`src/rtl/ternary_match_decoder_if.sv`:
```
// ---------------------------------------------------------------------------
// ternary_match_decoder_if
// Bundles the table-configuration port, the lookup request and the resolved
// result of ternary_match_decoder.
//   master : drives cfg_* and in_*, observes out_*, err_* and viol_count
//   slave  : the decoder side
// Parameters must agree with the decoder instance (IDX_W = $clog2(ENTRIES)).
// ---------------------------------------------------------------------------
interface ternary_match_decoder_if #(
  parameter int KEY_W  = 3,
  parameter int DATA_W = 8,
  parameter int IDX_W  = 2
);
  // Table write port
  logic              cfg_we;
  logic [IDX_W-1:0]  cfg_idx;
  logic              cfg_valid;
  logic [KEY_W-1:0]  cfg_value;
  logic [KEY_W-1:0]  cfg_mask;
  logic [DATA_W-1:0] cfg_data;
  // Lookup request
  logic              in_valid;
  logic [KEY_W-1:0]  in_key;
  // Resolved result
  logic              out_valid;
  logic [DATA_W-1:0] out_data;
  logic              out_hit;
  logic [IDX_W-1:0]  out_idx;
  logic              out_multi;
  logic              err_viol;
  logic              err_x;
  logic [15:0]       viol_count;

  modport master (
    output cfg_we, cfg_idx, cfg_valid, cfg_value, cfg_mask, cfg_data,
    output in_valid, in_key,
    input  out_valid, out_data, out_hit, out_idx, out_multi,
    input  err_viol, err_x, viol_count
  );

  modport slave (
    input  cfg_we, cfg_idx, cfg_valid, cfg_value, cfg_mask, cfg_data,
    input  in_valid, in_key,
    output out_valid, out_data, out_hit, out_idx, out_multi,
    output err_viol, err_x, viol_count
  );
endinterface

```
`src/rtl/ternary_match_decoder.sv`:
```
// ---------------------------------------------------------------------------
// ternary_match_decoder
// Runtime-programmable wildcard decode table with a two-stage pipeline.
// Each entry holds {valid, value, care-mask, data}; a key matches an entry
// when every cared bit equals the stored value. The lowest-index match
// supplies out_data; MODE selects which match counts are flagged:
//   0 = priority (never flagged), 1 = unique (count != 1), 2 = unique0 (count > 1)
// Ports:
//   clk  : clock, all state on rising edge
//   rst  : synchronous active-high reset (clears table, pipeline, counter)
//   bus  : ternary_match_decoder_if.slave (cfg_*, in_*, out_*, err_*, viol_count)
// Optional feature: define TERNARY_MATCH_XCHECK_EN to flag X/Z lookup keys
// on err_x (simulation guard; the $isunknown test is constant 0 in synthesis).
// ---------------------------------------------------------------------------
module ternary_match_decoder #(
  parameter int                KEY_W        = 3,
  parameter int                DATA_W       = 8,
  parameter int                ENTRIES      = 4,
  parameter int                MODE         = 0,
  parameter logic [DATA_W-1:0] DEFAULT_DATA = 8'hFF
) (
  input logic                    clk,
  input logic                    rst,
  ternary_match_decoder_if.slave bus
);
  localparam int IDX_W = $clog2(ENTRIES);
  localparam int CNT_W = $clog2(ENTRIES + 1);

  // Match table
  logic [ENTRIES-1:0] tbl_valid_q, tbl_valid_d;
  logic [KEY_W-1:0]   tbl_value_q [ENTRIES];
  logic [KEY_W-1:0]   tbl_value_d [ENTRIES];
  logic [KEY_W-1:0]   tbl_mask_q  [ENTRIES];
  logic [KEY_W-1:0]   tbl_mask_d  [ENTRIES];
  logic [DATA_W-1:0]  tbl_data_q  [ENTRIES];
  logic [DATA_W-1:0]  tbl_data_d  [ENTRIES];

  // Stage 1 combinational compare
  logic [ENTRIES-1:0] match_vec;
  logic [DATA_W-1:0]  first_data;
  logic               x_key;

  // Stage 1 registers
  logic               s1_valid_q, s1_valid_d;
  logic [ENTRIES-1:0] s1_match_q, s1_match_d;
  logic [DATA_W-1:0]  s1_data_q,  s1_data_d;
  logic               s1_x_q,     s1_x_d;

  // Stage 2 resolution
  logic [CNT_W-1:0]   match_cnt;
  logic [IDX_W-1:0]   sel_idx;
  logic               any_hit;
  logic               many_hit;
  logic               viol;

  // Stage 2 registers (module outputs)
  logic               out_valid_q,  out_valid_d;
  logic [DATA_W-1:0]  out_data_q,   out_data_d;
  logic               out_hit_q,    out_hit_d;
  logic [IDX_W-1:0]   out_idx_q,    out_idx_d;
  logic               out_multi_q,  out_multi_d;
  logic               err_viol_q,   err_viol_d;
  logic               err_x_q,      err_x_d;
  logic [15:0]        viol_count_q, viol_count_d;

  // Table write: the addressed entry takes the cfg fields, all others hold.
  always_comb begin
    for (int i = 0; i < ENTRIES; i++) begin
      if (bus.cfg_we && (bus.cfg_idx == IDX_W'(i))) begin
        tbl_valid_d[i] = bus.cfg_valid;
        tbl_value_d[i] = bus.cfg_value;
        tbl_mask_d[i]  = bus.cfg_mask;
        tbl_data_d[i]  = bus.cfg_data;
      end else begin
        tbl_valid_d[i] = tbl_valid_q[i];
        tbl_value_d[i] = tbl_value_q[i];
        tbl_mask_d[i]  = tbl_mask_q[i];
        tbl_data_d[i]  = tbl_data_q[i];
      end
    end
  end

  // Table storage; reset invalidates every entry and clears its fields.
  always_ff @(posedge clk) begin
    if (rst) begin
      tbl_valid_q <= {ENTRIES{1'b0}};
      for (int i = 0; i < ENTRIES; i++) begin
        tbl_value_q[i] <= {KEY_W{1'b0}};
        tbl_mask_q[i]  <= {KEY_W{1'b0}};
        tbl_data_q[i]  <= {DATA_W{1'b0}};
      end
    end else begin
      tbl_valid_q <= tbl_valid_d;
      tbl_value_q <= tbl_value_d;
      tbl_mask_q  <= tbl_mask_d;
      tbl_data_q  <= tbl_data_d;
    end
  end

  // Parallel compare against the current (pre-write) table.
  always_comb begin
    for (int i = 0; i < ENTRIES; i++) begin
      match_vec[i] = tbl_valid_q[i] & ~(|((bus.in_key ^ tbl_value_q[i]) & tbl_mask_q[i]));
    end
    x_key = 1'b0;
`ifdef TERNARY_MATCH_XCHECK_EN
    if (bus.in_valid && $isunknown(bus.in_key)) begin
      x_key     = 1'b1;
      match_vec = {ENTRIES{1'b0}};
    end else begin
      x_key     = 1'b0;
    end
`endif
    // Result data is latched with the match vector so a write landing while
    // the lookup is in stage 2 cannot change an already-compared result.
    first_data = DEFAULT_DATA;
    for (int i = ENTRIES - 1; i >= 0; i--) begin
      first_data = match_vec[i] ? tbl_data_q[i] : first_data;
    end
    s1_valid_d = bus.in_valid;
    s1_match_d = match_vec;
    s1_data_d  = first_data;
    s1_x_d     = x_key;
  end

  // Stage 1 pipeline register; reset drops any lookup in flight.
  always_ff @(posedge clk) begin
    if (rst) begin
      s1_valid_q <= 1'b0;
      s1_match_q <= {ENTRIES{1'b0}};
      s1_data_q  <= DEFAULT_DATA;
      s1_x_q     <= 1'b0;
    end else begin
      s1_valid_q <= s1_valid_d;
      s1_match_q <= s1_match_d;
      s1_data_q  <= s1_data_d;
      s1_x_q     <= s1_x_d;
    end
  end

  // Resolve the match vector: count, lowest index, mode rule, idle values.
  always_comb begin
    match_cnt = {CNT_W{1'b0}};
    sel_idx   = {IDX_W{1'b0}};
    for (int i = ENTRIES - 1; i >= 0; i--) begin
      match_cnt = match_cnt + CNT_W'(s1_match_q[i]);
      sel_idx   = s1_match_q[i] ? IDX_W'(i) : sel_idx;
    end
    any_hit  = |s1_match_q;
    many_hit = (match_cnt > CNT_W'(1));
    case (MODE)
      32'sd0:  viol = 1'b0;
      32'sd1:  viol = (match_cnt != CNT_W'(1));
      32'sd2:  viol = many_hit;
      default: viol = 1'b0;
    endcase

    out_valid_d = s1_valid_q;
    if (s1_valid_q) begin
      out_data_d  = s1_data_q;
      out_hit_d   = any_hit;
      out_idx_d   = sel_idx;
      out_multi_d = many_hit;
      err_viol_d  = viol;
      err_x_d     = s1_x_q;
    end else begin
      out_data_d  = DEFAULT_DATA;
      out_hit_d   = 1'b0;
      out_idx_d   = {IDX_W{1'b0}};
      out_multi_d = 1'b0;
      err_viol_d  = 1'b0;
      err_x_d     = 1'b0;
    end

    // Counter moves together with the flagged result it counts.
    if (out_valid_d && err_viol_d && (viol_count_q != 16'hFFFF)) begin
      viol_count_d = viol_count_q + 16'd1;
    end else begin
      viol_count_d = viol_count_q;
    end
  end

  // Stage 2 / output registers.
  always_ff @(posedge clk) begin
    if (rst) begin
      out_valid_q  <= 1'b0;
      out_data_q   <= DEFAULT_DATA;
      out_hit_q    <= 1'b0;
      out_idx_q    <= {IDX_W{1'b0}};
      out_multi_q  <= 1'b0;
      err_viol_q   <= 1'b0;
      err_x_q      <= 1'b0;
      viol_count_q <= 16'd0;
    end else begin
      out_valid_q  <= out_valid_d;
      out_data_q   <= out_data_d;
      out_hit_q    <= out_hit_d;
      out_idx_q    <= out_idx_d;
      out_multi_q  <= out_multi_d;
      err_viol_q   <= err_viol_d;
      err_x_q      <= err_x_d;
      viol_count_q <= viol_count_d;
    end
  end

  assign bus.out_valid  = out_valid_q;
  assign bus.out_data   = out_data_q;
  assign bus.out_hit    = out_hit_q;
  assign bus.out_idx    = out_idx_q;
  assign bus.out_multi  = out_multi_q;
  assign bus.err_viol   = err_viol_q;
  assign bus.err_x      = err_x_q;
  assign bus.viol_count = viol_count_q;
endmodule

```
`src/flat_wrapper.sv`:
```
// flat-port wrapper written by rule: the top's interface ports become plain ports
module ternary_match_decoder_flat 
#(
  parameter int                KEY_W        = 3,
  parameter int                DATA_W       = 8,
  parameter int                ENTRIES      = 4,
  parameter int                MODE         = 0,
  parameter logic [DATA_W-1:0] DEFAULT_DATA = 8'hFF
)
  (clk, rst, bus_cfg_we, bus_cfg_idx, bus_cfg_valid, bus_cfg_value, bus_cfg_mask, bus_cfg_data, bus_in_valid, bus_in_key, bus_out_valid, bus_out_data, bus_out_hit, bus_out_idx, bus_out_multi, bus_err_viol, bus_err_x, bus_viol_count);
  ternary_match_decoder_if #(.KEY_W(KEY_W), .DATA_W(DATA_W), .IDX_W(2)) bus_i ();
  input logic clk;
  input logic rst;
  input wire logic [$bits(bus_i.cfg_we)-1:0] bus_cfg_we;
  input wire logic [$bits(bus_i.cfg_idx)-1:0] bus_cfg_idx;
  input wire logic [$bits(bus_i.cfg_valid)-1:0] bus_cfg_valid;
  input wire logic [$bits(bus_i.cfg_value)-1:0] bus_cfg_value;
  input wire logic [$bits(bus_i.cfg_mask)-1:0] bus_cfg_mask;
  input wire logic [$bits(bus_i.cfg_data)-1:0] bus_cfg_data;
  input wire logic [$bits(bus_i.in_valid)-1:0] bus_in_valid;
  input wire logic [$bits(bus_i.in_key)-1:0] bus_in_key;
  output wire logic [$bits(bus_i.out_valid)-1:0] bus_out_valid;
  output wire logic [$bits(bus_i.out_data)-1:0] bus_out_data;
  output wire logic [$bits(bus_i.out_hit)-1:0] bus_out_hit;
  output wire logic [$bits(bus_i.out_idx)-1:0] bus_out_idx;
  output wire logic [$bits(bus_i.out_multi)-1:0] bus_out_multi;
  output wire logic [$bits(bus_i.err_viol)-1:0] bus_err_viol;
  output wire logic [$bits(bus_i.err_x)-1:0] bus_err_x;
  output wire logic [$bits(bus_i.viol_count)-1:0] bus_viol_count;
  assign bus_i.cfg_we = bus_cfg_we;
  assign bus_i.cfg_idx = bus_cfg_idx;
  assign bus_i.cfg_valid = bus_cfg_valid;
  assign bus_i.cfg_value = bus_cfg_value;
  assign bus_i.cfg_mask = bus_cfg_mask;
  assign bus_i.cfg_data = bus_cfg_data;
  assign bus_i.in_valid = bus_in_valid;
  assign bus_i.in_key = bus_in_key;
  assign bus_out_valid = bus_i.out_valid;
  assign bus_out_data = bus_i.out_data;
  assign bus_out_hit = bus_i.out_hit;
  assign bus_out_idx = bus_i.out_idx;
  assign bus_out_multi = bus_i.out_multi;
  assign bus_err_viol = bus_i.err_viol;
  assign bus_err_x = bus_i.err_x;
  assign bus_viol_count = bus_i.viol_count;
  ternary_match_decoder #(.KEY_W(KEY_W), .DATA_W(DATA_W), .ENTRIES(ENTRIES), .MODE(MODE), .DEFAULT_DATA(DEFAULT_DATA)) u_core (.clk(clk), .rst(rst), .bus(bus_i));
endmodule
```
`config.mk`:
```
export PLATFORM = sky130hd
export DESIGN_NAME = ternary_match_decoder_flat
export DESIGN_NICKNAME = d
export VERILOG_FILES = /design/src/rtl/ternary_match_decoder_if.sv /design/src/rtl/ternary_match_decoder.sv /design/src/flat_wrapper.sv
export SDC_FILE = /design/constraint.sdc
export NUM_CORES = 1
export LEC_CHECK = 0
export CAP_MARGIN = 0
export CORE_MARGIN = 2
export CORE_UTILIZATION = 35
export CTS_CLUSTER_SIZE = 20
export DETAILED_ROUTE_END_ITERATION = 6
export GPL_TIMING_DRIVEN = 0
export HOLD_SLACK_MARGIN = 0.08
export PLACE_DENSITY = 0.61
export SLEW_MARGIN = 20
export SYNTH_ARGS = -nofsm -noshare
export SYNTH_HDL_FRONTEND = slang
export SYNTH_SLANG_ARGS = --single-unit
```
`constraint.sdc`:
```
create_clock -name clk -period 2.1 [get_ports clk]
set_clock_uncertainty 0.1 [all_clocks]
set_input_delay 0.42 -clock clk [delete_from_list [all_inputs] [get_ports clk]]
set_output_delay 0.42 -clock clk [all_outputs]
set_load 0.01 [all_outputs]
```
* Word-level counts from Yosys, hierarchy flattened
Cells that the tools add are included.
** Cells by class
- Multiplexer cells :: 7
- Add/subtract/negate cells :: 3
- Magnitude comparators :: 1
- Eq/ne operators :: 3
- Bitwise gates (word level) :: 17
- Reductions and logical operators :: 13
** Operators with widths (count)
- $mux 8 :: 4
- $reduce_or 3->1 :: 5
- $and 3x3->3 :: 4
- $xor 3x3->3 :: 4
- $reduce_or 4->1 :: 2
- $add 3x1->3 :: 2
- $not 1->1 :: 5
- $and 1x1->1 :: 4
- $eq 2x2->1 const B :: 2
- $logic_and 1x1->1 :: 4
- $mux 2 :: 2
- $gt 3x1->1 const B :: 1
- $add 1x1->2 :: 1
- $eq 2x1->1 const B :: 1
- $logic_not 2->1 :: 1
- $reduce_or 2->1 :: 1
- $mux 1 :: 1
** Storage, ports and cells
- Input bits :: 24
- Logic and storage cells :: 69
- Bits in registers :: 86

* Depth between registers and ports, before layout
Gate-level depths: netlist (run 1).
- Depth after elaboration :: 9
- Mapped depth :: 6

* Worst setup path after synthesis (run 1)
OpenSTA, ideal clock, no wires.
- Path type :: input -> register
- Start point :: in bus_in_key[1]
- End point :: reg u_core.s1_data_q[0]
- Path buffers :: 1
- Arrival :: 1.435 ns
- Path slack :: 0.414 ns
- Stages on the path :: 6
- Cells stage by stage :: xor2_1 > a22o_1 > or2_1 > buf_6 > o221ai_1 > a32oi_1
** Between the ends
- Cells in the longest elaborated chain, start to end :: 9
** RTL lines
- from (decl) :: line flat_wrapper.sv:21 : input wire logic [$bits(bus_i.in_key)-1:0] bus_in_key;
- $xor 3x3->3 :: line ternary_match_decoder.sv:103 : match_vec[i] = tbl_valid_q[i] & ~(|((bus.in_key ^ tbl_value_q[i]) & tbl_mask_q[i]));
- $and 3x3->3 :: line ternary_match_decoder.sv:103
- $reduce_or 3->1 :: line ternary_match_decoder.sv:103
- $not 1->1 :: line ternary_match_decoder.sv:103
- $and 1x1->1 :: line ternary_match_decoder.sv:103
- $mux 8 (3 in a row) :: line ternary_match_decoder.sv:118 : first_data = match_vec[i] ? tbl_data_q[i] : first_data;
- $mux 8 * :: line ternary_match_decoder.sv:118
- to (signal assigned) :: line ternary_match_decoder.sv:136 : s1_data_q <= s1_data_d;
- to (decl) :: line ternary_match_decoder.sv:46 : logic [DATA_W-1:0] s1_data_q, s1_data_d;
Every way passes the cells marked *; elsewhere a longest branch is shown, timed or not.
A chain may end at the register's enable or synchronous reset.

* Worst setup path after layout (run 1)
- Start point :: in bus_cfg_idx[1]
- End point :: reg u_core.tbl_data_q[29] (netlist name)
** Between the ends
- Cells in the longest elaborated chain, start to end :: 2
** RTL lines
- from (decl) :: line flat_wrapper.sv:15 : input wire logic [$bits(bus_i.cfg_idx)-1:0] bus_cfg_idx;
- $logic_not 2->1 :: line ternary_match_decoder.sv:69 : if (bus.cfg_we && (bus.cfg_idx == IDX_W'(i))) begin
- $logic_and 1x1->1 :: line ternary_match_decoder.sv:69
- to (signal, indexed assignment) :: line ternary_match_decoder.sv:90 : tbl_data_q[i] <= {DATA_W{1'b0}};
- to (signal assigned) :: line ternary_match_decoder.sv:96 : tbl_data_q <= tbl_data_d;
- to (decl) :: line ternary_match_decoder.sv:35 : logic [DATA_W-1:0] tbl_data_q [ENTRIES];
Every way passes these cells.

==> flow_metrics.tcl, run 1 <==
set metrics [dict create \
    cts_buffers 9 \
    core_area_sq_mm 0.009284 \
    hold_viol 0 \
    slowest_delay_ps 590 \
    cts-root-buf "clkbuf_8" \
    fin_crit_ps 1936 \
    cts_sinks 86 \
    wire_per_inst_um 12.85 \
    r2r_end "u_core.s1_data_q[0]" \
    clk_path_buf_depth 2 \
    start_kind "primary input" \
    maxCapViolCount 0 \
    synthArstFlopShare_pct 0 \
    syn_to_final_growth_pct 25.00 \
    reg2reg_depth 5 \
    p_total_uw 3166 \
    cts_tree "yes" \
    postCtsHoldBufs 0 \
    netlist_area_sq_mm 0.003358 \
    antenna_found_initial 0 \
    start_util_pct 36.17 \
    worst_pin_slew_ps 567.4 \
    h-tree-depth 3 \
    ir_drop_mv 0.4462 \
    diodes 0 \
    overflow 0 \
    portBuffers 36 \
    ys_ff_latch 86 \
    status "finished, final reports clean" \
    r2r-start "u_core.tbl_value_q[10]" \
    antenna_left 0 \
    synth-edff-count 0 \
    p_leak_uw 0.001575 \
    crit_path_cell_trace "clkdlybuf4s50_1 > or3b_1 > clkbuf_1 > clkbuf_1 > nand2_1 > a21oi_1" \
    worstPathMaxFanout 10 \
    die_w_um 102.0 \
    rsz0062_at_grt "false" \
    grt_max_degree 19 \
    fin_nets 498 \
    power.density_mw_per_mm2 754.2 \
    finalWorstSetupSlack_ps 164.0 \
    crit_cells 6 \
    drc 0 \
    routed_via_density 4.530 \
    fin_setup_tns_ps 0 \
    cts.clk_slew.worst_paths_ps 100 \
    finalSetupViolCount 0 \
    slew_headroom_pct 62.18 \
    route.vias.total 2736 \
    ys.flop_type "dfxtp_1" \
    fmax_mhz 516.5 \
    ys_seq_area_share_pct 51.27 \
    synth_cells 404 \
    ys_types 36 \
    drt-pass1-iter-count 4 \
    dp.final_hpwl_mm 5.480 \
    gp_congestion 0.8210 \
    critPathRequiredTime_ps 2290 \
    grt_pass1_vias 2491 \
    fin_crit_sh_pct 92.19 \
    ios 55 \
    crit_end "u_core.tbl_data_q[29]" \
    placementRows 35 \
    reg2reg_slack_ps 290 \
    crit_family "buffers and inverters" \
    drt_iter0_drc 152 \
    critPathCaptureType "register" \
    die_area_sq_mm 0.01039 \
    grt_pass1_wl_mm 12.18 \
    worstSkewPairLatency_ps 360 \
    cp_slowest_cell "clkdlybuf4s50_1" \
    drt-total-wl_mm 7.764 \
    yosys_warnings 0 \
    final_layout_size_suffix_gt1_share_pct 10.32 \
    path_class "in2reg" \
    hp-class "reg2reg" \
    track_usage_pct 15.32 \
    cp-startpoint "bus_cfg_idx[1]" \
    final_util_pct 45.22 \
    avgSynthCellArea_sq_um 8.312 \
    drv_slew 0 \
    preCtsSetupSlack_ps -512.2 \
    worst-path-buf-inv 3 \
    path_common_cell "clkbuf_1" \
    crit_arrival_ps 2120 \
    die_y_um 102.0 \
]
-- registers in the layout (all words and copies together), names as in the netlist --
register	flops
u_core.bus.out_data	8
u_core.bus.out_hit	1
u_core.bus.out_idx	2
u_core.bus.out_multi	1
u_core.bus.out_valid	1
u_core.out_valid_d	1
u_core.s1_data_q	8
u_core.s1_match_q	4
u_core.tbl_data_q	32
u_core.tbl_mask_q	12
u_core.tbl_valid_q	4
u_core.tbl_value_q	12
-- layout make-up --
| class | count | area, sq um |
|---|---|---|
| fillers | 924 | 5086 |
| flip-flops and latches | 86 | 1722 |
| multi-input cells | 284 | 1445 |
| repair buffers | 39 | 400.4 |
| plain buffers | 38 | 224.0 |
| well taps | 129 | 161.4 |
| clock buffers | 9 | 123.9 |
| clock inverters | 7 | 76.32 |
| inverters | 12 | 45.04 |
-- what timing repair did --
| item | in CTS | in global routing |
|---|---|---|
| setup endpoints to repair | 8 | 13 |
| cloned | 0 | 0 |
| pin swaps | 1 | 1 |
| setup buffers | 1 | 2 |
| resized for setup | 2 | 9 |
-- metrics by stage --
| step | cell area [sq um] | hold WS [ps] | instances |
|---|---|---|---|
| 3_3_place_gp | 3944 | 288.2 | 586 |
| 3_5_place_dp | 3944 | 290.9 | 586 |
| 6_report | 4198 | 314.1 | 604 |
| 4_1_cts | 4173 | 314.5 | 603 |
| 5_1_grt | 4198 | 331.0 | 604 |
| 2_1_floorplan | 3422 | 286.3 | 421 |
-- worst min-delay path by stage --
stage / startpoint / endpoint / slack, ps / depth (start not counted)
floorplan: u_core.s1_data_q[0] / u_core.bus.out_data[0] / 290 / 1
global placement: u_core.s1_data_q[0] / u_core.bus.out_data[0] / 290 / 1
detailed placement: u_core.s1_data_q[2] / u_core.bus.out_data[2] / 290 / 1
CTS: u_core.s1_data_q[2] / u_core.bus.out_data[2] / 310 / 1
global route: u_core.s1_data_q[0] / u_core.bus.out_data[0] / 330 / 1
finish: u_core.s1_data_q[2] / u_core.bus.out_data[2] / 310 / 1
-- where the power goes --
part           switching (uW)  internal [uW]
combinational             173            135
clock                     678            473
sequential               23.9           1680
-- synthesized netlist by cell type (4+ instances only) --
cell type  instances  area share (%)
a21oi_1           61             9.1
a32oi_1            8             2.1
buf_4             18             4.0
clkbuf_1          15             1.7
dfxtp_1           86              51
ha_1               4             1.5
inv_1             12             1.3
nand2_1          134              15
nand2b_1           9             1.7
nor2_1             8            0.89
o221ai_1           8             2.1
xor2_1            11             2.9
-- kinds of logic (layout without fill, tap and decap cells) --
logic type / after synthesis / in the layout / share of synthesized area (%)
compound gates: 85 / 85 / 15.50
xor+xnor: 12 / 12 / 3.130
fa+ha+maj: 4 / 4 / 1.490
buf+inv: 51 / 105 / 8.010
flops: 86 / 86 / 51.27
other cells: 1 / 18 / 0.1117
simple gates: 165 / 165 / 20.49
-- metal layers --
metal	GRT usage, %	part of all wire [%]	vias to the layer above
met5	0	0	-
li1	-	-	1425
met3	3.557	5.7	10
met2	26.42	49	82
met4	5.128	1.0	0
met1	18.90	45	1219
-- cells in the final DEF (no fill, tap or decap), types with 2 or more instances in the layout --
| cell | Yosys | final |
|---|---|---|
| buf_4 | 18 | 20 |
| conb_1 | 1 | 18 |
| nand2_1 | 134 | 134 |
| inv_1 | 12 | 12 |
| dlymetal6s2s_1 | 0 | 2 |
| dfxtp_1 | 86 | 86 |
| nand2b_1 | 9 | 9 |
| ha_1 | 4 | 4 |
| clkbuf_8 | 0 | 9 |
| clkbuf_1 | 15 | 12 |
| a32oi_1 | 8 | 8 |
| clkdlybuf4s50_1 | 0 | 34 |
| clkinv_4 | 0 | 2 |
| clkbuf_2 | 0 | 3 |
| buf_1 | 3 | 2 |
| buf_2 | 2 | 2 |
| xor2_1 | 11 | 11 |
| or2_1 | 2 | 2 |
| a21oi_1 | 61 | 61 |
| nor2_1 | 8 | 7 |
| o221ai_1 | 8 | 8 |
| inv_8 | 0 | 3 |
| nand3_1 | 2 | 2 |
-- worst reg2reg max path, delay by kind of cell, from the launching register on --
family / cells / cell delay, ps
simple gates: 2 / 550
compound gates: 2 / 520
flops: 1 / 330
xor+xnor: 1 / 160
No activity file was read; power rests on OpenSTA's default activity.
==> run 2: changes to the inputs <==
- CAP_MARGIN: 0 -> 15
==> results of run 2 <==
The final DEF is identical to that of run 1; final timing and power are the same.
